**config.mk**
```make
export PLATFORM = sky130hd
export DESIGN_NAME = fetch_queue_unit
export DESIGN_NICKNAME = d
export VERILOG_FILES = /design/src/rtl/fetch_queue_unit.sv
export SDC_FILE = /design/constraint.sdc
export NUM_CORES = 1
export LEC_CHECK = 0
export BUFFER_PORTS_ARGS = -buffer_cell sky130_fd_sc_hd__buf_2
export CAP_MARGIN = 10
export CELL_PAD_IN_SITES_DETAIL_PLACEMENT = 0
export CELL_PAD_IN_SITES_GLOBAL_PLACEMENT = 2
export CORE_ASPECT_RATIO = 0.75
export CORE_UTILIZATION = 48
export CTS_CLUSTER_DIAMETER = 200
export CTS_CLUSTER_SIZE = 16
export DETAILED_ROUTE_END_ITERATION = 8
export GPL_ROUTABILITY_DRIVEN = 0
export PLACE_DENSITY_LB_ADDON = 0.1
export SLEW_MARGIN = 20
export SYNTH_ARGS = -nofsm -noshare
export SYNTH_HDL_FRONTEND = slang
export SYNTH_SLANG_ARGS = --single-unit
```
**constraint.sdc**
```tcl
create_clock -name clk -period 7.5 [get_ports clk]
set_clock_uncertainty 0.1 [all_clocks]
set_input_delay 1.5 -clock clk [delete_from_list [all_inputs] [get_ports clk]]
set_output_delay 1.5 -clock clk [all_outputs]
set_load 0.005 [all_outputs]
```
**src/rtl/fetch_queue_unit.sv**
```systemverilog
// fetch_queue_unit: instruction-fetch front end with an in-order prefetch queue.
// Issues sequential word fetches on a req/gnt/rvalid memory port, reserves a queue
// slot at grant and fills it when the response returns. A redirect flushes the
// queue, and responses that are still in flight are then counted off and dropped.
// Optional build macro: FETCH_BYPASS_EN (forward imem_rdata to the head in the same cycle).
module fetch_queue_unit #(
    parameter int unsigned DEPTH    = 4,
    parameter logic [31:0] RESET_PC = 32'h0000_0000
) (
    input  logic        clk,
    input  logic        reset,
    input  logic        pause,
    input  logic        redirect,
    input  logic [31:0] redirect_pc,
    output logic        imem_req,
    output logic [31:0] imem_addr,
    input  logic        imem_gnt,
    input  logic        imem_rvalid,
    input  logic [31:0] imem_rdata,
    output logic        if_valid,
    output logic [31:0] if_pc,
    output logic [31:0] if_instr
);
    localparam int unsigned AW = (DEPTH > 1) ? $clog2(DEPTH) : 1;
    localparam int unsigned PW = AW + 1;
    localparam logic [PW-1:0] ONE_P   = PW'(1);
    localparam logic [PW-1:0] DEPTH_P = PW'(DEPTH);
    localparam logic [PW:0]   DEPTH_W = (PW+1)'(DEPTH);

    logic [PW-1:0] r_alloc, r_fill, r_rd, r_drop;
    logic [PW-1:0] w_alloc_n, w_fill_n, w_rd_n, w_drop_n;
    logic [PW-1:0] w_outstanding, w_used_n, w_out_n;
    logic [PW:0]   w_inflight_n;
    logic [31:0]   r_fetch_pc, w_fetch_pc_n;
    logic          r_req, w_req_n;
    logic [31:0]   r_pc_q    [DEPTH];
    logic [31:0]   r_instr_q [DEPTH];
    logic [31:0]   r_hold_pc, r_hold_instr;
    logic          w_gnt, w_rsp, w_kept, w_head_filled, w_bypass, w_pop, w_write;

    assign imem_req  = r_req;
    assign imem_addr = r_fetch_pc;

    assign w_gnt         = r_req & imem_gnt;
    assign w_outstanding = r_alloc - r_fill;
    // A response is legal if it is either owed to the queue or still to be dropped.
    assign w_rsp         = imem_rvalid & ((r_drop != '0) | (w_outstanding != '0));
    assign w_kept        = imem_rvalid & (r_drop == '0) & (w_outstanding != '0);
    assign w_head_filled = (r_rd != r_fill);

`ifdef FETCH_BYPASS_EN
    // A kept response always targets the oldest unfilled slot; if that is the head, forward it.
    assign w_bypass = w_kept & ~w_head_filled;
    assign if_instr = if_valid ? (w_bypass ? imem_rdata : r_instr_q[r_rd[AW-1:0]]) : r_hold_instr;
`else
    assign w_bypass = 1'b0;
    assign if_instr = if_valid ? r_instr_q[r_rd[AW-1:0]] : r_hold_instr;
`endif

    assign if_valid = (w_head_filled | w_bypass) & ~redirect;
    assign if_pc    = if_valid ? r_pc_q[r_rd[AW-1:0]] : r_hold_pc;
    assign w_pop    = if_valid & ~pause;
    // A bypassed entry that is popped at once never needs its storage written.
    assign w_write  = w_kept & ~redirect & ~(w_bypass & w_pop);

    // Next-state for pointers, drop count, fetch PC and the registered request.
    always_comb begin
        w_alloc_n    = r_alloc;
        w_fill_n     = r_fill;
        w_rd_n       = r_rd;
        w_drop_n     = r_drop;
        w_fetch_pc_n = r_fetch_pc;
        if (redirect) begin
            w_alloc_n    = '0;
            w_fill_n     = '0;
            w_rd_n       = '0;
            w_drop_n     = r_drop + w_outstanding + PW'(w_gnt) - PW'(w_rsp);
            w_fetch_pc_n = redirect_pc & ~32'h3;
        end else begin
            if (w_gnt) begin
                w_alloc_n    = r_alloc + ONE_P;
                w_fetch_pc_n = r_fetch_pc + 32'd4;
            end
            if (w_kept) begin
                w_fill_n = r_fill + ONE_P;
            end else if (imem_rvalid && (r_drop != '0)) begin
                w_drop_n = r_drop - ONE_P;
            end
            if (w_pop) begin
                w_rd_n = r_rd + ONE_P;
            end
        end
        w_used_n     = w_alloc_n - w_rd_n;
        w_out_n      = w_alloc_n - w_fill_n;
        w_inflight_n = {1'b0, w_drop_n} + {1'b0, w_out_n};
        w_req_n      = (w_used_n < DEPTH_P) && (w_inflight_n < DEPTH_W);
    end

    // Control state: pointers, drop count, fetch PC, request and last-shown head fields.
    always_ff @(posedge clk or negedge reset) begin
        if (!reset) begin
            r_alloc      <= '0;
            r_fill       <= '0;
            r_rd         <= '0;
            r_drop       <= '0;
            r_fetch_pc   <= RESET_PC;
            r_req        <= 1'b0;
            r_hold_pc    <= '0;
            r_hold_instr <= '0;
        end else begin
            r_alloc    <= w_alloc_n;
            r_fill     <= w_fill_n;
            r_rd       <= w_rd_n;
            r_drop     <= w_drop_n;
            r_fetch_pc <= w_fetch_pc_n;
            r_req      <= w_req_n;
            if (if_valid) begin
                r_hold_pc    <= if_pc;
                r_hold_instr <= if_instr;
            end
        end
    end

    // Queue payload storage: pc written at grant, instruction at kept response.
    always_ff @(posedge clk) begin
        if (w_gnt && !redirect) begin
            r_pc_q[r_alloc[AW-1:0]] <= r_fetch_pc;
        end
        if (w_write) begin
            r_instr_q[r_fill[AW-1:0]] <= imem_rdata;
        end
    end

    a_no_orphan_rvalid: assert property (@(posedge clk) disable iff (!reset)
        imem_rvalid |-> ((r_drop != '0) || (w_outstanding != '0)));

endmodule
```
## Word-level counts from Yosys, hierarchy flattened

Memories as Yosys holds them, arrays and structs flattened.
Cells that the tools add are included.

- Mux-type cells: 17
- Equality and inequality tests: 1
- Magnitude comparators: 2
- Reductions and logical operators: 8
- Bitwise logic cells: 10
- Add/sub/neg operators: 12

Operator list:

| operator | number |
|---|---|
| $mux W32 | 4 |
| $add A32 B3 Y32 const B | 1 |
| $mux W3 | 9 |
| $add A3 B1 Y3 const B | 3 |
| $sub A3 B3 Y3 | 3 |
| $and A1 B1 Y1 | 7 |
| $reduce_bool A3 Y1 | 2 |
| $add A3 B3 Y4 | 1 |
| $lt A4 B3 Y1 const B | 1 |
| $mux W1 | 4 |
| $add A3 B1 Y3 | 1 |
| $add A3 B3 Y3 | 1 |
| $logic_and A1 B1 Y1 | 3 |
| $logic_not A3 Y1 | 1 |
| $lt A3 B3 Y1 const B | 1 |
| $ne A3 B3 Y1 | 1 |
| $sub A3 B1 Y3 | 1 |
| $sub A3 B1 Y3 const B | 1 |
| $not A1 Y1 | 2 |
| $reduce_bool A2 Y1 | 1 |
| $logic_not A1 Y1 | 1 |
| $or A1 B1 Y1 | 1 |

- Logic and storage cells: 60
- Register bits: 109
- Input port bits: 70
- Memories kept: 2
- Bits in writable memories: 256
- Output and inout port bits: 98

Memory list:

| name | words | bits a word | read ports | clocked after Yosys merged registers in | write ports | line | RTL |
|---|---|---|---|---|---|---|---|
| r_instr_q | 4 | 32 | 1 | 0 | 1 | 37 | `logic [31:0] r_instr_q [DEPTH];` |
| r_pc_q | 4 | 32 | 1 | 0 | 1 | 36 | `logic [31:0] r_pc_q [DEPTH];` |

## Logic depth before layout (Yosys ltp)

- Word-level depth: 9
- Gate-level depth with buffers: 17
- Mapped depth without buffers: 17

## Worst setup path before layout

OpenSTA, ideal clock, no wires.

- Path type: input -> register
- Start point: in imem_rvalid
- End point: reg r_req, in the netlist imem_req
- Buffers on the path: 0
- Arrival: 3.998 ns
- Library setup time: 0.080 ns
- Path slack: 3.322 ns
- Cell stages on the path: 12
- Data required time: 7.320 ns
- Cells stage by stage: nand2_1 > nand2_1 > ha_1 > fa_1 > fa_1 > xor2_1 > xnor2_1 > a21oi_1 > xnor2_1 > ha_1 > a2111o_1 > nor3b_2

- Elaborated cells between the ends (all ways): 14
- Classes of those cells: add/sub: 3; order compare: 1; mux: 5; bitwise: 3; reduce/logical: 2

RTL lines:

| what | line | RTL |
|---|---|---|
| start: declaration | 18 | `input logic imem_rvalid,` |
| branches (longest 3 deep; another with $sub A3 B1 Y3) | - |  |
| $mux W3 (*) | 73 | `if (redirect) begin` |
| via w_drop_n[2] | 31 | `logic [PW-1:0] w_alloc_n, w_fill_n, w_rd_n, w_drop_n;` |
| $add A3 B3 Y4 (*) | 95 | `w_inflight_n = {1'b0, w_drop_n} + {1'b0, w_out_n};` |
| $lt A4 B3 Y1 (*) | 96 | `w_req_n = (w_used_n < DEPTH_P) && (w_inflight_n < DEPTH_W);` |
| $logic_and A1 B1 Y1 (*) | 96 |  |
| via w_req_n | 35 | `logic r_req, w_req_n;` |
| end signal: assignment | 116 | `r_req <= w_req_n;` |
| end: declaration | 35 |  |

Mark *: on every way through the listed nets, which the timed path passes.
A chain may end at the register's enable or synchronous reset.

## Worst setup path after layout

- Start point: reg r_rd[0]
- End point: out if_instr[30]

- Word-level cells in the longest chain between the ends: 3
- Elaborated cells between the ends (all ways): 4
- Classes of those cells: eq/ne: 1; mux: 1; bitwise: 1; memory: 1

Ends and longest elaborated chain:

| what | line | RTL |
|---|---|---|
| start: declaration | 30 | `logic [PW-1:0] r_alloc, r_fill, r_rd, r_drop;` |
| start signal: assignment | 113 | `r_rd <= w_rd_n;` |
| $ne A3 B3 Y1 | 49 | `assign w_head_filled = (r_rd != r_fill);` |
| $and A1 B1 Y1 | 60 | `assign if_valid = (w_head_filled \| w_bypass) & ~redirect;` |
| $mux W32 (*) | 57 | `assign if_instr = if_valid ? r_instr_q[r_rd[AW-1:0]] : r_hold_instr;` |
| end: declaration | 22 | `output logic [31:0] if_instr` |

Every way passes the cells marked *; elsewhere a longest branch is shown, timed or not.

==> flow_metrics.tcl <==
set metrics [dict create \
    synth_cell_types 59 \
    dpl_cell_area_um2 16700 \
    leakage_uw 0.00643 \
    nFillCells 2568 \
    yosys_warnings 0 \
    io_buffers 163 \
    rows 56 \
    synth_area_leaders "edfxtp_1, dfrtp_1, mux2_4" \
    nets 1097 \
    critPathLaunchType "register" \
    first_pass_iters 4 \
    synth-seq-cells 355 \
    critPathMaxFanout 56 \
    placeableCoreArea_um2 31600 \
    synth_top_area_frac 0.477 \
    groute.usage.overall 0.186 \
    yosysTopAreaCell "edfxtp_1" \
    outcome "completed" \
    synth_common_cells "edfxtp_1, dfrtp_1, mux2_4" \
    synth.cell_area_um2 15600 \
    worst_slack_ps 2270 \
    antenna_left 0 \
    clkTransAtPathRegs_ps 70 \
    setup_viol 0 \
    rsz0062_at_grt "false" \
    syn2layout_area_growth_pct 11.8 \
    synth-edff-count 248 \
    synth_most_common_cell "edfxtp_1" \
    drc 0 \
    async_reset_ff_frac 0.301 \
    stdcell_area_um2 17400 \
    period_share 0.697 \
    clockBufferDepth 3 \
    synth_seq_area_share 0.649 \
    vias 7674 \
    fmax_mhz 191 \
    dp_hpwl_mm 18.7 \
    postSynthCellCount 847 \
    insertion_delay_ps 550 \
    grt_overflow 0 \
    die_width_um 210 \
    grt_pass1_wl_mm 46.6 \
    dieArea_um2 33200 \
    grt_max_degree 84 \
    maxSlewViolCount 0 \
    layout-drive-gt1-share 0.406 \
    ys.flop_type "edfxtp_1" \
    p_total_uw 4950 \
    path_class "reg -> out" \
    vias_per_cell 5.26 \
    htree_levels 1 \
    drt_wl_total_mm 30.0 \
    design.portCount 168 \
    grt_pass1_vias 7872 \
    clock-root-buffer "clkbuf_16" \
    cts_buffers 26 \
    crit_required_ps 5900 \
    die_h_um 158 \
    cts_resized 0 \
    drt-initial-drc-count 420 \
    dp_slack_ps 2430 \
    powerDensity_nw_per_um2 284 \
    tritoncts "built" \
    worst_pin_slew_ps 1070 \
    hold_class "reg -> reg" \
    hold_buffers 0 \
    ir_worst_vdd_uv 225 \
    worstPathArrival_ps 3630 \
    initial_utilization 0.494 \
    maxCapViolations 0 \
    cts.sinks 355 \
    cts_setup_buffers 0 \
    relSlewSlack 0.286 \
    antenna_found_initial 1 \
    period_minus_slack_ps 5230 \
    cp-end-kind "primary output" \
    syn_avg_cell_area_um2 18.4 \
    wl_per_cell_um 20.6 \
    tns_ps 0 \
    hold_viol_final 0 \
]
==> cell usage in the layout, fill, tap and decap left out, drive strengths merged, types with 2 or more instances in the layout <==
cell type / synthesis / layout
clkbuf: 11 / 47
nor3b: 3 / 3
xnor2: 32 / 32
nor2: 13 / 13
a21oi: 5 / 5
nand2: 45 / 45
and4: 4 / 4
mux4: 62 / 62
inv: 16 / 16
conb: 1 / 2
nor2b: 7 / 7
or2: 3 / 3
nand2b: 2 / 2
dfrtp: 107 / 107
ha: 19 / 19
nand3: 9 / 9
nor4b: 2 / 2
mux2: 124 / 124
edfxtp: 248 / 248
buf: 31 / 170
xor2: 11 / 11
and3: 7 / 7
and2: 12 / 12
nor4: 3 / 3
o21ai: 32 / 32
nand4: 4 / 4
a31oi: 2 / 2
mux2i: 3 / 3
fa: 4 / 4
nor3: 12 / 12
==> area by class of cell <==
type | instances | area [µm²] | area share
clock inverters | 1 | 16.3 | 0.000933
clock buffers | 47 | 751 | 0.0431
repair buffers | 170 | 896 | 0.0514
multi-input cells | 435 | 5030 | 0.289
well taps | 435 | 544 | 0.0312
flip-flops and latches | 355 | 10100 | 0.581
inverters | 16 | 60.1 | 0.00344
diodes | 1 | 2.50 | 0.000144
==> registers in the layout, indices dropped and copies added, names as in the netlist <==
name          cells
imem_addr        30
r_pc_q          120
r_drop            3
r_fill            3
r_instr_q       128
r_rd              3
r_hold_instr     32
r_alloc           3
imem_req          1
r_hold_pc        32
==> cells by family after synthesis <==
| kind of cell | share of synthesized area |
|---|---|
| compound gates | 0.0194 |
| xor+xnor | 0.0270 |
| fa+ha+maj | 0.0204 |
| buf+inv | 0.0295 |
| flops | 0.649 |
| mux | 0.205 |
| other cells | 0.000240 |
| simple gates | 0.0493 |
==> layer usage <==
metal	vias to the layer above	GRT usage	routed length (µm)
met3	39	0.0288	962
met1	3967	0.273	14600
met5	-	0	0
li1	3556	-	-
met2	112	0.295	13900
met4	0	0.0372	494
==> critical path, cell delays in order, from the launching register on <==
cell,delay [ps]
dfrtp_4,860
xnor2_1,290
a31oi_4,910
buf_12,380
mux2_4,360
buf_2,130
==> final timing paths <==
kind	start	endpoint	slack (ps)	depth (start not counted)
setup / recovery	r_rd[0]	if_instr[30]	2270	5
hold / removal	r_hold_pc[0]	r_hold_pc[0]	410	1
setup reg to reg	r_alloc[0]	imem_req	2970	17
hold reg to reg	r_hold_pc[0]	r_hold_pc[0]	410	1
max in group asynchronous	reset	r_rd[1]	5490	2
min in group asynchronous	reset	r_hold_instr[21]	790	1
==> power breakdown <==
part / internal (µW) / switching [µW] / leakage [µW]
combinational: 698 / 431 / 0.00250
sequential: 2340 / 154 / 0.00356
clock: 678 / 653 / 0.000363
total: 3710 / 1240 / 0.00643
==> stage by stage <==
stage / utilization / std cells / hold slack (ps)
floorplan: - / 848 / 356
global placement: 0.527 / 1411 / 375
CTS: 0.552 / 1459 / 408
global route: 0.552 / 1459 / 422
finish: 0.552 / 1460 / 405
detailed placement: 0.527 / 1411 / 387
Power figures use the tool's default switching activity.
